<file path="src/rtl/exe_fwd_ctrl_pkg.sv">
// Shared encodings for the EXE forwarding/interlock controller: result classes,
// operand-select codes and the slot in which each result class becomes forwardable.
package exe_fwd_ctrl_pkg;

    localparam int NUM_SLOTS = 3;

    typedef enum logic [1:0] {
        OP_ALU  = 2'b00,
        OP_MEM  = 2'b01,
        OP_VDOT = 2'b10,
        OP_RSVD = 2'b11
    } op_e;

    localparam logic [1:0] FWD_RF = 2'd0;
    localparam logic [1:0] FWD_S0 = 2'd1;
    localparam logic [1:0] FWD_S1 = 2'd2;
    localparam logic [1:0] FWD_S2 = 2'd3;

    // Lowest slot index at which a result of each class can be forwarded.
    localparam logic [1:0] RDY_ALU  = 2'd0;
    localparam logic [1:0] RDY_MEM  = 2'd1;
    localparam logic [1:0] RDY_VDOT = 2'd2;

    // The reserved class behaves like ALU.
    function automatic logic [1:0] rdy_slot(input logic [1:0] op);
        case (op)
            OP_MEM:  rdy_slot = RDY_MEM;
            OP_VDOT: rdy_slot = RDY_VDOT;
            default: rdy_slot = RDY_ALU;
        endcase
    endfunction

endpackage

</file>
<file path="src/rtl/exe_fwd_match.sv">
// Per-source hazard check against the in-flight slots: youngest match, operand
// select and not-ready flag. EXE_FWD_EN enables forwarding; otherwise any match stalls.
module exe_fwd_match
    import exe_fwd_ctrl_pkg::*;
#(
    parameter int REG_AW = 5
) (
    input  logic [REG_AW-1:0]                 rs,
    input  logic                              used,
    input  logic [NUM_SLOTS-1:0]              slot_vld,
    input  logic [NUM_SLOTS-1:0]              slot_we,
    input  logic [NUM_SLOTS-1:0][REG_AW-1:0]  slot_rd,
    input  logic [NUM_SLOTS-1:0][1:0]         slot_op,
    output logic [1:0]                        fwd_sel,
    output logic                              not_ready
);

    logic [NUM_SLOTS-1:0] hit;

    always_comb begin
        hit = '0;
        for (int i = 0; i < NUM_SLOTS; i++) begin
            hit[i] = slot_vld[i] & slot_we[i] & (slot_rd[i] == rs) & (rs != '0) & used;
        end
    end

`ifdef EXE_FWD_EN
    logic       found;
    logic [1:0] idx;
    logic       ready;

    // Scan oldest to youngest so the lowest-index hit wins.
    always_comb begin
        found = 1'b0;
        idx   = 2'd0;
        for (int i = NUM_SLOTS - 1; i >= 0; i--) begin
            if (hit[i]) begin
                found = 1'b1;
                idx   = 2'(i);
            end
        end
        ready     = (idx >= rdy_slot(slot_op[idx]));
        not_ready = found & ~ready;
        fwd_sel   = (found & ready) ? 2'(idx + 2'd1) : FWD_RF;
    end
`else
    always_comb begin
        not_ready = |hit;
        fwd_sel   = FWD_RF;
    end
`endif

endmodule

</file>
<file path="src/rtl/exe_fwd_ctrl.sv">
// EXE forwarding and load/VDOT interlock controller tracking three in-flight
// producers. Build with EXE_FWD_EN to forward; without it every RAW hazard stalls.
module exe_fwd_ctrl
    import exe_fwd_ctrl_pkg::*;
#(
    parameter int REG_AW = 5,
    parameter int CNT_W  = 16
) (
    input  logic              clk,
    input  logic              rst,
    input  logic              id_valid,
    input  logic [REG_AW-1:0] rs1_addr,
    input  logic [REG_AW-1:0] rs2_addr,
    input  logic              rs1_used,
    input  logic              rs2_used,
    input  logic [REG_AW-1:0] rd_addr,
    input  logic              reg_write,
    input  logic [1:0]        op_type,
    output logic              stall,
    output logic              issue,
    output logic [1:0]        fwd_sel_rs1,
    output logic [1:0]        fwd_sel_rs2,
    output logic [2:0]        slot_valid,
    output logic [CNT_W-1:0]  stall_cnt
);

    logic [NUM_SLOTS-1:0]             vld_pipe;
    logic [NUM_SLOTS-1:0]             slot_we;
    logic [NUM_SLOTS-1:0][REG_AW-1:0] slot_rd;
    logic [NUM_SLOTS-1:0][1:0]        slot_op;

    logic [1:0] sel1, sel2;
    logic       nr1, nr2;

    exe_fwd_match #(.REG_AW(REG_AW)) u_match_rs1 (
        .rs        (rs1_addr),
        .used      (rs1_used),
        .slot_vld  (vld_pipe),
        .slot_we   (slot_we),
        .slot_rd   (slot_rd),
        .slot_op   (slot_op),
        .fwd_sel   (sel1),
        .not_ready (nr1)
    );

    exe_fwd_match #(.REG_AW(REG_AW)) u_match_rs2 (
        .rs        (rs2_addr),
        .used      (rs2_used),
        .slot_vld  (vld_pipe),
        .slot_we   (slot_we),
        .slot_rd   (slot_rd),
        .slot_op   (slot_op),
        .fwd_sel   (sel2),
        .not_ready (nr2)
    );

    always_comb begin
        stall       = id_valid & (nr1 | nr2);
        issue       = id_valid & ~stall;
        fwd_sel_rs1 = stall ? FWD_RF : sel1;
        fwd_sel_rs2 = stall ? FWD_RF : sel2;
        slot_valid  = vld_pipe;
    end

    // Downstream never stalls: slots shift every cycle, slot0 takes a bubble unless issuing.
    always_ff @(posedge clk) begin
        if (rst) begin
            vld_pipe  <= '0;
            slot_we   <= '0;
            slot_rd   <= '0;
            slot_op   <= '0;
            stall_cnt <= '0;
        end else begin
            vld_pipe <= {vld_pipe[NUM_SLOTS-2:0], issue};
            slot_we  <= {slot_we[NUM_SLOTS-2:0], issue & reg_write};
            slot_rd  <= {slot_rd[NUM_SLOTS-2:0], issue ? rd_addr : {REG_AW{1'b0}}};
            slot_op  <= {slot_op[NUM_SLOTS-2:0], issue ? op_type : 2'b00};
            if (stall && !(&stall_cnt)) begin
                stall_cnt <= stall_cnt + 1'b1;
            end
        end
    end

endmodule

</file>
<file path="config.mk">
export PLATFORM = sky130hd
export DESIGN_NAME = exe_fwd_ctrl
export DESIGN_NICKNAME = d
export VERILOG_FILES = /design/src/rtl/exe_fwd_ctrl_pkg.sv /design/src/rtl/exe_fwd_match.sv /design/src/rtl/exe_fwd_ctrl.sv
export SDC_FILE = /design/constraint.sdc
export NUM_CORES = 1
export LEC_CHECK = 0
export BUFFER_PORTS_ARGS = -buffer_cell sky130_fd_sc_hd__clkbuf_2
export CORE_ASPECT_RATIO = 1.1
export CORE_MARGIN = 2
export CORE_UTILIZATION = 52
export CTS_CLUSTER_SIZE = 28
export DETAILED_ROUTE_END_ITERATION = 7
export HOLD_SLACK_MARGIN = 0.06
export PLACE_DENSITY = 0.77
export SLEW_MARGIN = 25
export SYNTH_ARGS = -nofsm -noshare
export SYNTH_HDL_FRONTEND = slang
export SYNTH_SLANG_ARGS = --single-unit
</file>
<file path="constraint.sdc">
create_clock -name clk -period 2.6 [get_ports clk]
set_input_delay 0.52 -clock clk [delete_from_list [all_inputs] [get_ports clk]]
set_output_delay 0.52 -clock clk [all_outputs]
set_load 0.01 [all_outputs]
</file>
# Yosys cells after proc, flatten, opt, wreduce, memory -nomap -nowiden
# Cells that the tools add are included.
# totals
reg_bits	37
# classes
n_addsub	1
n_eq_ne	6
bitwise	27
n_reduce_logical	8
# op_table
operator	n
5-bit == test	6
1-bit AND	24
16-bit by 1-bit adder with 16-bit output (second input constant)	1
16-bit AND reduction	1
5-bit nonzero test	2
3-bit OR reduction	2
1-bit inverter	2
2-bit OR reduction	1
1-bit logical AND	1
1-bit logical NOT	1
1-bit bitwise OR	1

# Logic depth before layout (Yosys ltp)
# Gate-level depths: netlist of the first run.
# depth
ltp_word	11
depth_mapped	10
depth_no_buf	8

# Hierarchy
# A second synthesis of the first run with hierarchy kept.
# hier_totals
hier_cells	215
area_unflattened_um2	2034.5
# modules_own_cells
mod	instances	cells_each	area_each_um2	seq_area_each_um2
exe_fwd_ctrl	1	159	1609.0	860.8
exe_fwd_match	2	28	212.7	0.0

# Worst setup path before layout of the first run
# Ideal clock, no wire load.
# synth_path
path_type	input to output
from	input port rs1_addr[1]
to	output port stall
arrival_time_ns	1.998
required_ns	2.080
slack_ns	0.082
stages	7
n_path_buf	2
cell_sequence	or4_2 -> o21ai_0 -> a31oi_2 -> o21ai_2 -> buf_4 -> buf_4 -> inv_1
# synth_between
elab_chain_cells	7
# synth_rtl
element	line_no	rtl
start, declared	exe_fwd_ctrl.sv:12	input logic [REG_AW-1:0] rs1_addr,
5-bit == test	exe_fwd_match.sv:23	hit[i] = slot_vld[i] & slot_we[i] & (slot_rd[i] == rs) & (rs != '0) & used;
1-bit AND (3 in a row)	exe_fwd_match.sv:23	
3-bit OR reduction *	exe_fwd_match.sv:48	not_ready = |hit;
1-bit bitwise OR *	exe_fwd_ctrl.sv:58	stall = id_valid & (nr1 | nr2);
1-bit AND *	exe_fwd_ctrl.sv:58	
end, declared	exe_fwd_ctrl.sv:19	output logic stall,
# Every way passes the cells marked *; elsewhere a longest branch is shown, timed or not.

# Final worst setup path of the first run
# layout_path
from	input port rs1_addr[1]
to	output port issue
# layout_between
elab_chain_cells	9
# layout_rtl
element	line_no	rtl
5-bit == test	exe_fwd_match.sv:23	
1-bit AND (3 in a row)	exe_fwd_match.sv:23	
3-bit OR reduction *	exe_fwd_match.sv:48	
1-bit bitwise OR *	exe_fwd_ctrl.sv:58	
1-bit AND *	exe_fwd_ctrl.sv:58	
1-bit inverter *	exe_fwd_ctrl.sv:59	issue = id_valid & ~stall;
1-bit AND *	exe_fwd_ctrl.sv:59	
end, declared	exe_fwd_ctrl.sv:20	output logic issue,
# Marked as above.

==> out/results.ini, run 1 <==
[status]
status=complete, no violations

[logic_synthesis]
synthMuxAreaShare_pct=0.616
seq_area_frac_synth_pct=40.5
synth.area.top_cells=dfxtp_1 (41%), xor2_1 (11%), or4_1 (5.7%)
synth-simple-area-share_pct=26.3
yosys_warnings=0
synth_compound_area_share_pct=12.1
synth_flop_cell=dfxtp_1
synthCells=198
synthXorXnorAreaFrac_pct=14.4
syn-cell-area_sq_um=1830
synth_top_cell_area_share_pct=40.5
postSynthAreaPerCell_sq_um=9.23
synth_enable_flop_cells=0
synth.distinct_cells=34
yosysTopAreaCell=dfxtp_1
synth_top_family_by_area=simple AND/OR/NAND/NOR gates
synthArstFlopShare_pct=0
synthAdderAreaFrac_pct=0.684
ys_ff_latch=37

[worst_hold_path]
hold_depth=2
min-delay-start=rd_addr[2]
min_to=slot_rd[2]
hold_class=in2reg

[power_and_ir_drop]
power.density_nw_per_um2=445
peakVddDrop_uv=351
p_leak_nw=0.903
power_mw=0.976

[cts]
cts_tree=built
clock-sinks=37
numCtsBuffers=5
hold_buffers=0
clock_latency_ns=0.35
cts-root-buf=clkbuf_4
htreeDepth=2
clk_pin_slew_worst_paths_ns=0.12
clk_path_buf_depth=2

[floorplan]
rows=22
dieHeight_microns=66.2
core_area_sq_um=3360
start_util_pct=54.4
dieArea_sq_um=4010
io_pins=48
die_w_microns=60.5

[grt]
antenna_found_initial=0
grt_use_total_pct=20.5
grt_pass1_wl_microns=6070
grt_max_degree=33
grt-ovfl-total=0
grt_pass1_vias=1423

[route]
post-route-drc-count=0
dr.pass1.iters=4
vias_per_cell=5.47
drt_iter0_drc=64
vias=1613
post_drt_wl_per_cell_microns=12.9
totalWireLength_microns=3790
ant_nets=0

[placement]
gp_congestion=0.796
portBuffers=41
dp.cells=286
detailedPlacementHpwl_microns=2830

[critical_path]
worstSetupEndpointType=output port
r2r-start=slot_rd[12]
path_class=in2out
crit_fanout=3
start_kind=input port
r2r_end=stall_cnt[3]
r2r_slack_ns=0.21
ff2ff_path_depth=9
cp_data_arrival_time_ns=2.04
crit_required_ns=2.08

[sta]
setup_violations=0
relSlewSlack_pct=57.4
fin_skew_ns=0.0153
worstMarginPinSlew_ns=0.639
hold_viol=0
fmax_mhz=390
finalMaxSlewViolations=0
period_needed_ns=2.56
period_share_pct=98.5

[layout]
drive_gt1_share_pct=29.6
stdcell_count=295
diodes=0
areaGrowthSynthToFinish_pct=20.1
fill_cells=297
nets=270

[job]
max-cap-violations=0

[registers in the layout (all words and copies together) (netlist names)]
| register | flops |
|---|---|
| stall_cnt | 16 |
| slot_rd | 15 |
| slot_valid | 3 |
| slot_we | 3 |
[how the worst max path moves through the flow]
stage               slack [ns]  depth (start not counted)        start            end
floorplan                 0.08                          7  rs1_addr[1]          stall
global placement         -0.04                          9  rs1_addr[4]  stall_cnt[13]
detailed placement       -0.14                          9  rs1_addr[2]  stall_cnt[13]
CTS                       0.03                          7  rs1_addr[1]          stall
global route             -0.02                          6  rs1_addr[2]          issue
finish                    0.04                          6  rs1_addr[1]          issue
[cell usage after synthesis, types with 2 or more instances]
master and instances:
a21oi_1 15, and2_1 2, and2_2 6, and3_1 5
buf_2 3, buf_4 6, clkbuf_1 5, dfxtp_1 37
inv_1 3, nand2_1 5, nand3_1 5, nand4_1 9
nor2b_1 15, nor4_1 7, o21ai_0 4, o31ai_1 12
or4_1 14, xnor2_1 6, xor2_1 24
[critical path, stage by stage]
cell,delay [ns]
clkbuf_2,0.12
or4_2,0.66
o21ai_1,0.27
a31oi_4,0.07
nor3_2,0.23
clkbuf_2,0.17
[layout by cell type (no fill, tap or decap), types with 2 or more instances in the layout]
cell       n
clkbuf_2  41
dfxtp_1   37
xor2_1    24
nor2b_1   15
a21oi_1   15
or4_1     14
o31ai_1   12
buf_4     12
nand4_1    9
xnor2_1    6
and2_2     6
nor4_1     5
and3_1     5
nand2_1    5
nand3_1    5
clkbuf_4   5
conb_1     4
inv_1      3
nor4_2     2
o21ai_1    2
and2_1     2
o21ai_0    2
clkbuf_1   2
[area by class of cell]
type                       instances  area [sq um]  area share [%]
clock buffer                       7          45.0            2.05
tap                               48          60.1            2.74
clock inverter                     1          7.51           0.342
multi-input combinational        146          1040            47.2
timing repair buffer              53           295            13.4
sequential                        37           741            33.7
inverter                           3          11.3           0.513
[repair_timing]
action	CTS	global route
resized for setup	2	5
endpoints found under the setup margin	1	2
pin swaps	0	1
buffers inserted	0	1
[power breakdown]
group	total [mW]	internal (mW)	leakage, nW	switching, mW
Clock	0.302	0.107	0.0255	0.195
Sequential	0.585	0.576	0.300	0.00908
Combinational	0.0891	0.0408	0.578	0.0483
Total	0.976	0.724	0.903	0.252
[per-stage QoR]
stage                     instance area [sq um]  TNS, ns  util, %  setup slack [ns]  hold WS [ns]
after global routing                       2200  -0.0168     65.4           -0.0164         0.368
after floorplan                            1840        0        -            0.0825         0.459
after detailed placement                   2100    -1.79     62.6            -0.142         0.485
after global placement                     2100   -0.335     62.6           -0.0366         0.470
final                                      2200        0     65.4            0.0380         0.371
after CTS                                  2160        0     64.4            0.0290         0.362
[cells by family (layout without fill, tap and decap cells)]
family | count (synthesis) | after routing
other cells | 1 | 4
xor+xnor | 30 | 30
buf+inv | 18 | 64
fa+ha+maj | 1 | 1
simple gates | 75 | 75
compound gates | 35 | 35
mux | 1 | 1
flops | 37 | 37
[routing by layer]
layer | GRT usage (%) | vias up | part of all wire (%)
met5 | 0 | - | 0
met4 | 8.42 | 0 | 2.3
met3 | 5.87 | 8 | 4.6
met2 | 35.5 | 39 | 52
met1 | 23.3 | 754 | 41
li1 | - | 812 | -
(Power assumes the default switching activity.)
==> run 2, diff against run 1 <==
Settings changed: ABC_AREA from default to 1, CORE_ASPECT_RATIO 1.1 to 0.7, CORE_UTILIZATION 52 to 54, PLACE_DENSITY 0.77 to 0.78.
==> out/results.ini, run 2 <==
[status]
status=complete, no violations

[logic_synthesis]
synth.area.top_cells=dfxtp_1 (34%), nand2_1 (20%), nor2_1 (9.9%)
yosysTopAreaCell=dfxtp_1
ys_ff_latch=37  ; unchanged
synth_flop_cell=dfxtp_1
synth_top_cell_area_share_pct=34.3  ; -6.2 points
synthArstFlopShare_pct=0  ; unchanged
synth_enable_flop_cells=0  ; unchanged
netlist_top_cells_count=nand2_1 (114), nor2_1 (57), inv_1 (49)
synth_most_common_cell=nand2_1
yosys_warnings=0  ; unchanged
seq_area_frac_synth_pct=34.3  ; -6.2 points
synthCells=347  ; +75%
synth.distinct_cells=24  ; -29%
postSynthAreaPerCell_sq_um=6.22  ; -33%
syn-cell-area_sq_um=2160  ; +18%

[power_and_ir_drop]
power.density_nw_per_um2=446  ; +0.44%
peakVddDrop_uv=263  ; -25%
power_mw=1.10  ; +13%
p_clk_share_pct=37.6  ; +6.7 points
p_leak_nw=1.25  ; +38%
combPwrFrac_pct=9.5  ; +0.4 points
p_seq_share_pct=52.9  ; -7.1 points
p_int_mw=0.821  ; +13%
swShare_pct=25.6  ; -0.24 points
p_switching_mw=0.282  ; +12%

[sta]
fmax_mhz=462  ; +18%
period_share_pct=83.3  ; -15 points
fin_skew_ns=0.00578  ; -0.00956 ns
setup_violations=0  ; unchanged
fin_setup_tns_ns=0  ; unchanged
final.setup.worst_slack_ns=0.435  ; +0.397 ns
timing.hold.ws_ns=0.422  ; +0.0506 ns
period_needed_ns=2.17  ; -0.397 ns
rsz0062_at_grt=false
finalMaxSlewViolations=0  ; unchanged
hold_viol=0  ; unchanged

[cts]
clk_pin_slew_worst_paths_ns=0.08  ; -0.04 ns
cts_tree=built
clk_path_buf_depth=2  ; unchanged
htreeDepth=2  ; unchanged
clock_latency_ns=0.29  ; -0.06 ns
numCtsBuffers=5  ; unchanged
hold_buffers=0  ; unchanged
clock-sinks=37  ; unchanged
cts_resized=0  ; -2
cts_post_setup_buffers_inserted=0  ; unchanged
cts-root-buf=clkbuf_8

[layout]
reg_top3=stall_cnt (16), slot_rd (15)
final_area_sq_um=2470  ; +13%
largest_reg_flops=16  ; unchanged
fin_util_pct=63.8  ; -1.6 points
areaGrowthSynthToFinish_pct=14.6
final_cell_mix=nand2_1 (114), nor2_1 (57), inv_1 (49), clkbuf_2 (41), dfxtp_1 (37)
diodes=0  ; unchanged
seqCellArea_sq_um=741  ; unchanged
fill_cells=378  ; +27%
multi_input_area_sq_um=1170  ; +13%
nets=412  ; +53%
drive_gt1_share_pct=14.9  ; -15 points
top_register=stall_cnt
layout_commonest_cell=nand2_1
stdcell_count=440  ; +49%

[critical_path]
crit_fanout=3  ; unchanged
path_class=reg2out
cpPeakStageDelay_ns=0.37  ; -0.29 ns
r2r_slack_ns=0.47  ; +0.26 ns
crit_required_ns=2.08  ; about the same
cp.depth=9  ; +3
worstSetupEndpointType=output port
crit_chain=inv_1, o21ai_0, nor2_1, nand3_1, nand3_1, nand2_1, nand2_2, nor2_1, clkbuf_2
cp_data_arrival_time_ns=1.65  ; -0.39 ns
start_kind=flop
cp_top_family=simple AND/OR/NAND/NOR gates
ff2ff_path_depth=9  ; unchanged
cpMaxStageDelayCell=dfxtp_1
path_buf_inv=2  ; unchanged

[route]
dr.pass1.iters=6  ; +2
post-route-drc-count=0  ; unchanged
drt_iter0_drc=278  ; +330%
totalWireLength_microns=5200  ; +37%
vias_per_cell=4.98  ; -9.0%
post_drt_wl_per_cell_microns=11.8  ; -8.1%
vias=2190  ; +36%
ant_nets=0  ; unchanged

[grt]
antenna_found_initial=0  ; unchanged
grt_use_total_pct=24.3  ; +3.7 points
grt_pass1_vias=1915  ; +35%
grt_pass1_wl_microns=8560  ; +41%
grt_max_degree=26  ; -21%
grt-ovfl-total=0  ; unchanged

[placement]
dp.cells=433  ; +51%
portBuffers=41  ; unchanged
post-place-ws_ns=0.488  ; +0.631 ns
place_area_sq_um=2380  ; +13%
gp_congestion=0.921  ; +16%
detailedPlacementHpwl_microns=3950  ; +40%

[floorplan]
dieArea_sq_um=4530  ; +13%
core_area_sq_um=3870  ; +15%
die_w_microns=79.6  ; +31%
io_pins=48  ; unchanged
start_util_pct=55.7  ; +1.3 points
dieHeight_microns=56.9  ; -14%
rows=19  ; -14%

[worst_hold_path]
hold_class=in2reg
hold_depth=3  ; +1

[job]
max-cap-violations=0  ; unchanged

## run 2: cell type report
cell class | count | share of cell area [%]
Clock inverter | 1 | 0.304
Inverter | 50 | 7.59
Clock buffer | 6 | 3.34
Sequential cell | 37 | 30.0
Tap cell | 52 | 2.63
Timing Repair Buffer | 43 | 8.91
Multi-Input combinational cell | 251 | 47.3
## run 2: cells by family after synthesis
family,share of synthesized area (%)
XOR/XNOR,6.09
adder cells (fa/ha/maj),0.580
buffers and inverters,12.1
AO/OA/AOI/OAI,4.41
other,0.174
AND/OR/NAND/NOR,42.4
flip-flops,34.3
## run 2: final timing paths
kind                startpoint            end
setup / recovery    slot_rd[7]          issue
hold / removal      rd_addr[2]     slot_rd[2]
setup reg to reg  stall_cnt[0]  stall_cnt[14]
hold reg to reg     slot_we[0]     slot_we[1]
## run 2: worst reg2reg max path, stage by stage, from the launching register on
cell	delay, ns
dfxtp_1	0.41
ha_1	0.21
nand2_1	0.11
nor2_4	0.16
nand2_2	0.10
nor3b_2	0.24
nand4_4	0.28
nand3_4	0.31
nand2_1	0.09
a21oi_1	0.15
## run 2: metal layers
layer | wire [microns] | vias to the layer above | track usage (%) | share of wire (%)
li1 | - | 1137 | - | -
met1 | 2600 | 964 | 36.7 | 50
met2 | 2100 | 85 | 34.2 | 40
met5 | 0 | - | 0 | 0
met4 | 43 | 0 | 6.65 | 0.83
met3 | 455 | 4 | 5.63 | 8.8
## run 2: power groups by stage
stage          sequential [mW]  clock (mW)  combinational, mW
2_1_floorplan            0.596           0             0.0685
3_5_place_dp             0.597           0              0.104
5_1_grt                  0.585       0.450              0.119
3_3_place_gp             0.597           0              0.101
6_report                 0.584       0.415              0.105
4_1_cts                  0.584       0.421              0.104
==> run 3, diff against run 2 <==
Settings changed: CORE_UTILIZATION 54 to 49, PLACE_DENSITY 0.78 to 0.74.
Clock period 2.6 ns to 1.8 ns, I/O delays scaled along.
==> out/results.ini, run 3 (synthesized netlist as in run 2, its figures left out) <==
[status]
status=complete, but fails checks
violations=negative setup slack

[placement]
gp_congestion=0.961  ; +4.4%
place_area_sq_um=2540  ; +6.5%
detailedPlacementHpwl_microns=4160  ; +5.2%
portBuffers=41  ; unchanged

[layout]
diodes=0  ; unchanged
final_area_sq_um=2870  ; +16%
layout_commonest_cell=nand2_1
final_cell_mix=nand2_1 (100), nor2_1 (48), clkbuf_2 (39), inv_1 (34), buf_4 (25)
areaGrowthSynthToFinish_pct=32.9
largest_reg_flops=16  ; unchanged
nets=439  ; +6.6%
top_register=stall_cnt
drive_gt1_share_pct=37.0  ; +22 points
reg_top3=stall_cnt (16), slot_rd (15)

[route]
dr.pass1.iters=5  ; -1
post_drt_wl_per_cell_microns=12.2  ; +3.4%
drt-met1-wl_microns=2990  ; +15%
post-route-drc-count=0  ; unchanged
wl_met3_microns=457  ; +0.44%
vias=2313  ; +5.6%
routed.top_layer=met4
ant_nets=0  ; unchanged
vias_per_cell=4.91  ; -1.3%
wl_met2_microns=2270  ; +8.2%
drt_iter0_drc=179  ; -36%
totalWireLength_microns=5760  ; +11%

[grt]
antenna_found_initial=0  ; unchanged
grt_pass1_wl_microns=9070  ; +6.0%
grt-ovfl-total=0  ; unchanged
grt_use_total_pct=23.2  ; -1.0 points
grt_max_degree=20  ; -23%
grt_pass1_vias=1918  ; +0.16%

[floorplan]
die_w_microns=83.3  ; +4.7%
dieHeight_microns=59.5  ; +4.6%
start_util_pct=50.4  ; -5.3 points
rows=20  ; +1
io_pins=48  ; unchanged
dieArea_sq_um=4960  ; +9.6%
core_area_sq_um=4280  ; +10%

[cts]
clk_path_buf_depth=2  ; unchanged
clock-sinks=37  ; unchanged
numCtsBuffers=5  ; unchanged
cts_tree=built
cts-root-buf=clkbuf_8
htreeDepth=2  ; unchanged
clk_pin_slew_worst_paths_ns=0.07  ; about the same
clock_latency_ns=0.29  ; about the same

[critical_path]
cpPeakStageDelay_ns=0.34  ; -0.03 ns
crit_path_end=stall
crit_fanout=2  ; -1
r2r-start=stall_cnt[0]
crit_required_ns=1.44  ; -0.64 ns
r2r_slack_ns=0.07  ; -0.40 ns
crit_start=slot_rd[0]
crit_chain=buf_6, nand2_2, nand2_1, nor2_1, nand3_1, nand3_2, nand2_4, a21oi_2, buf_2
start_kind=flop
r2r_end=stall_cnt[7]
cp_data_arrival_time_ns=1.47  ; -0.18 ns
cpMaxStageDelayCell=dfxtp_2
ff2ff_path_depth=9  ; unchanged
path_class=reg2out
worstSetupEndpointType=output port

[power_and_ir_drop]
power_mw=1.65  ; +49%
p_int_mw=1.21  ; +48%
p_clk_share_pct=37.2  ; -0.4 points
power.density_nw_per_um2=575  ; +29%
peakVddDrop_uv=479  ; +82%
swShare_pct=26.4  ; +0.79 points
p_switching_mw=0.435  ; +54%
p_seq_share_pct=51.3  ; -1.6 points
combPwrFrac_pct=11.5  ; +2.0 points
p_leak_nw=1.46  ; +17%

[job]
max-cap-violations=0  ; unchanged

[sta]
final.setup.worst_slack_ns=-0.0338  ; -0.469 ns
setup_violations=2  ; +2
fmax_mhz=545
period_needed_ns=1.83
finalMaxSlewViolations=0  ; unchanged
rsz0062_at_grt=true
period_share_pct=102
hold_viol=0  ; unchanged
fin_skew_ns=0.00684  ; +0.00106 ns

[worst_hold_path]
hold_class=in2reg

## run 3: metal layers
metal / vias to the layer above / track usage [%]
met5: - / 0
met4: 0 / 4.22
met3: 4 / 4.87
met2: 90 / 32.0
met1: 1022 / 36.9
li1: 1197 / -
## run 3: area by class of cell
class / count / area [sq um]
Clock buffer: 6 / 82.6
Clock inverter: 2 / 13.8
Fill cell: 360 / 1410
Inverter: 50 / 190
Multi-Input combinational cell: 252 / 1310
Sequential cell: 37 / 769
Tap cell: 55 / 68.8
Timing Repair Buffer: 69 / 433
## run 3: repair_timing
action | in CTS | in global routing
endpoints found under the hold margin | 0 | 0
setup endpoints to repair | 2 | 18
gates cloned | 0 | 1
setup buffers | 3 | 3
pin swaps | 13 | 25
hold buffers | 0 | 0
gates resized for setup | 35 | 49
## run 3: worst min path at each step
stage                from          to  slack, ns  cells after the start
6_report       rd_addr[0]  slot_rd[0]       0.26                      3
5_1_grt        rd_addr[0]  slot_rd[0]       0.25                      3
4_1_cts        rd_addr[0]  slot_rd[0]       0.25                      3
3_5_place_dp   slot_we[0]  slot_we[1]       0.41                      2
3_3_place_gp   slot_we[0]  slot_we[1]       0.41                      2
2_1_floorplan  slot_we[0]  slot_we[1]       0.40                      2
## run 3: critical path, delay by kind of cell (launching register included)
family / cells / cell delay, ns
AO/OA/AOI/OAI: 1 / 0.12
AND/OR/NAND/NOR: 6 / 0.47
flip-flops: 1 / 0.34
buffers and inverters: 2 / 0.26
## run 3: power groups by stage
stage / combinational, mW / clock [mW] / sequential [mW]
3_5_place_dp: 0.157 / 0 / 0.862
3_3_place_gp: 0.155 / 0 / 0.862
2_1_floorplan: 0.0990 / 0 / 0.860
4_1_cts: 0.166 / 0.621 / 0.845
6_report: 0.189 / 0.614 / 0.847
5_1_grt: 0.210 / 0.668 / 0.849
## run 3: through the flow
stage               cells  setup TNS [ns]  util, %  hold WS, ns  setup slack, ns
floorplan             350               0        -        0.403           0.0202
global route          471          -0.248     67.0        0.250           -0.109
CTS                   467         -0.0367     63.3        0.252          -0.0367
detailed placement    456         -0.0396     59.3        0.414          -0.0396
finish                471         -0.0402     67.0        0.256          -0.0338
global placement      456         -0.0449     59.3        0.412          -0.0449
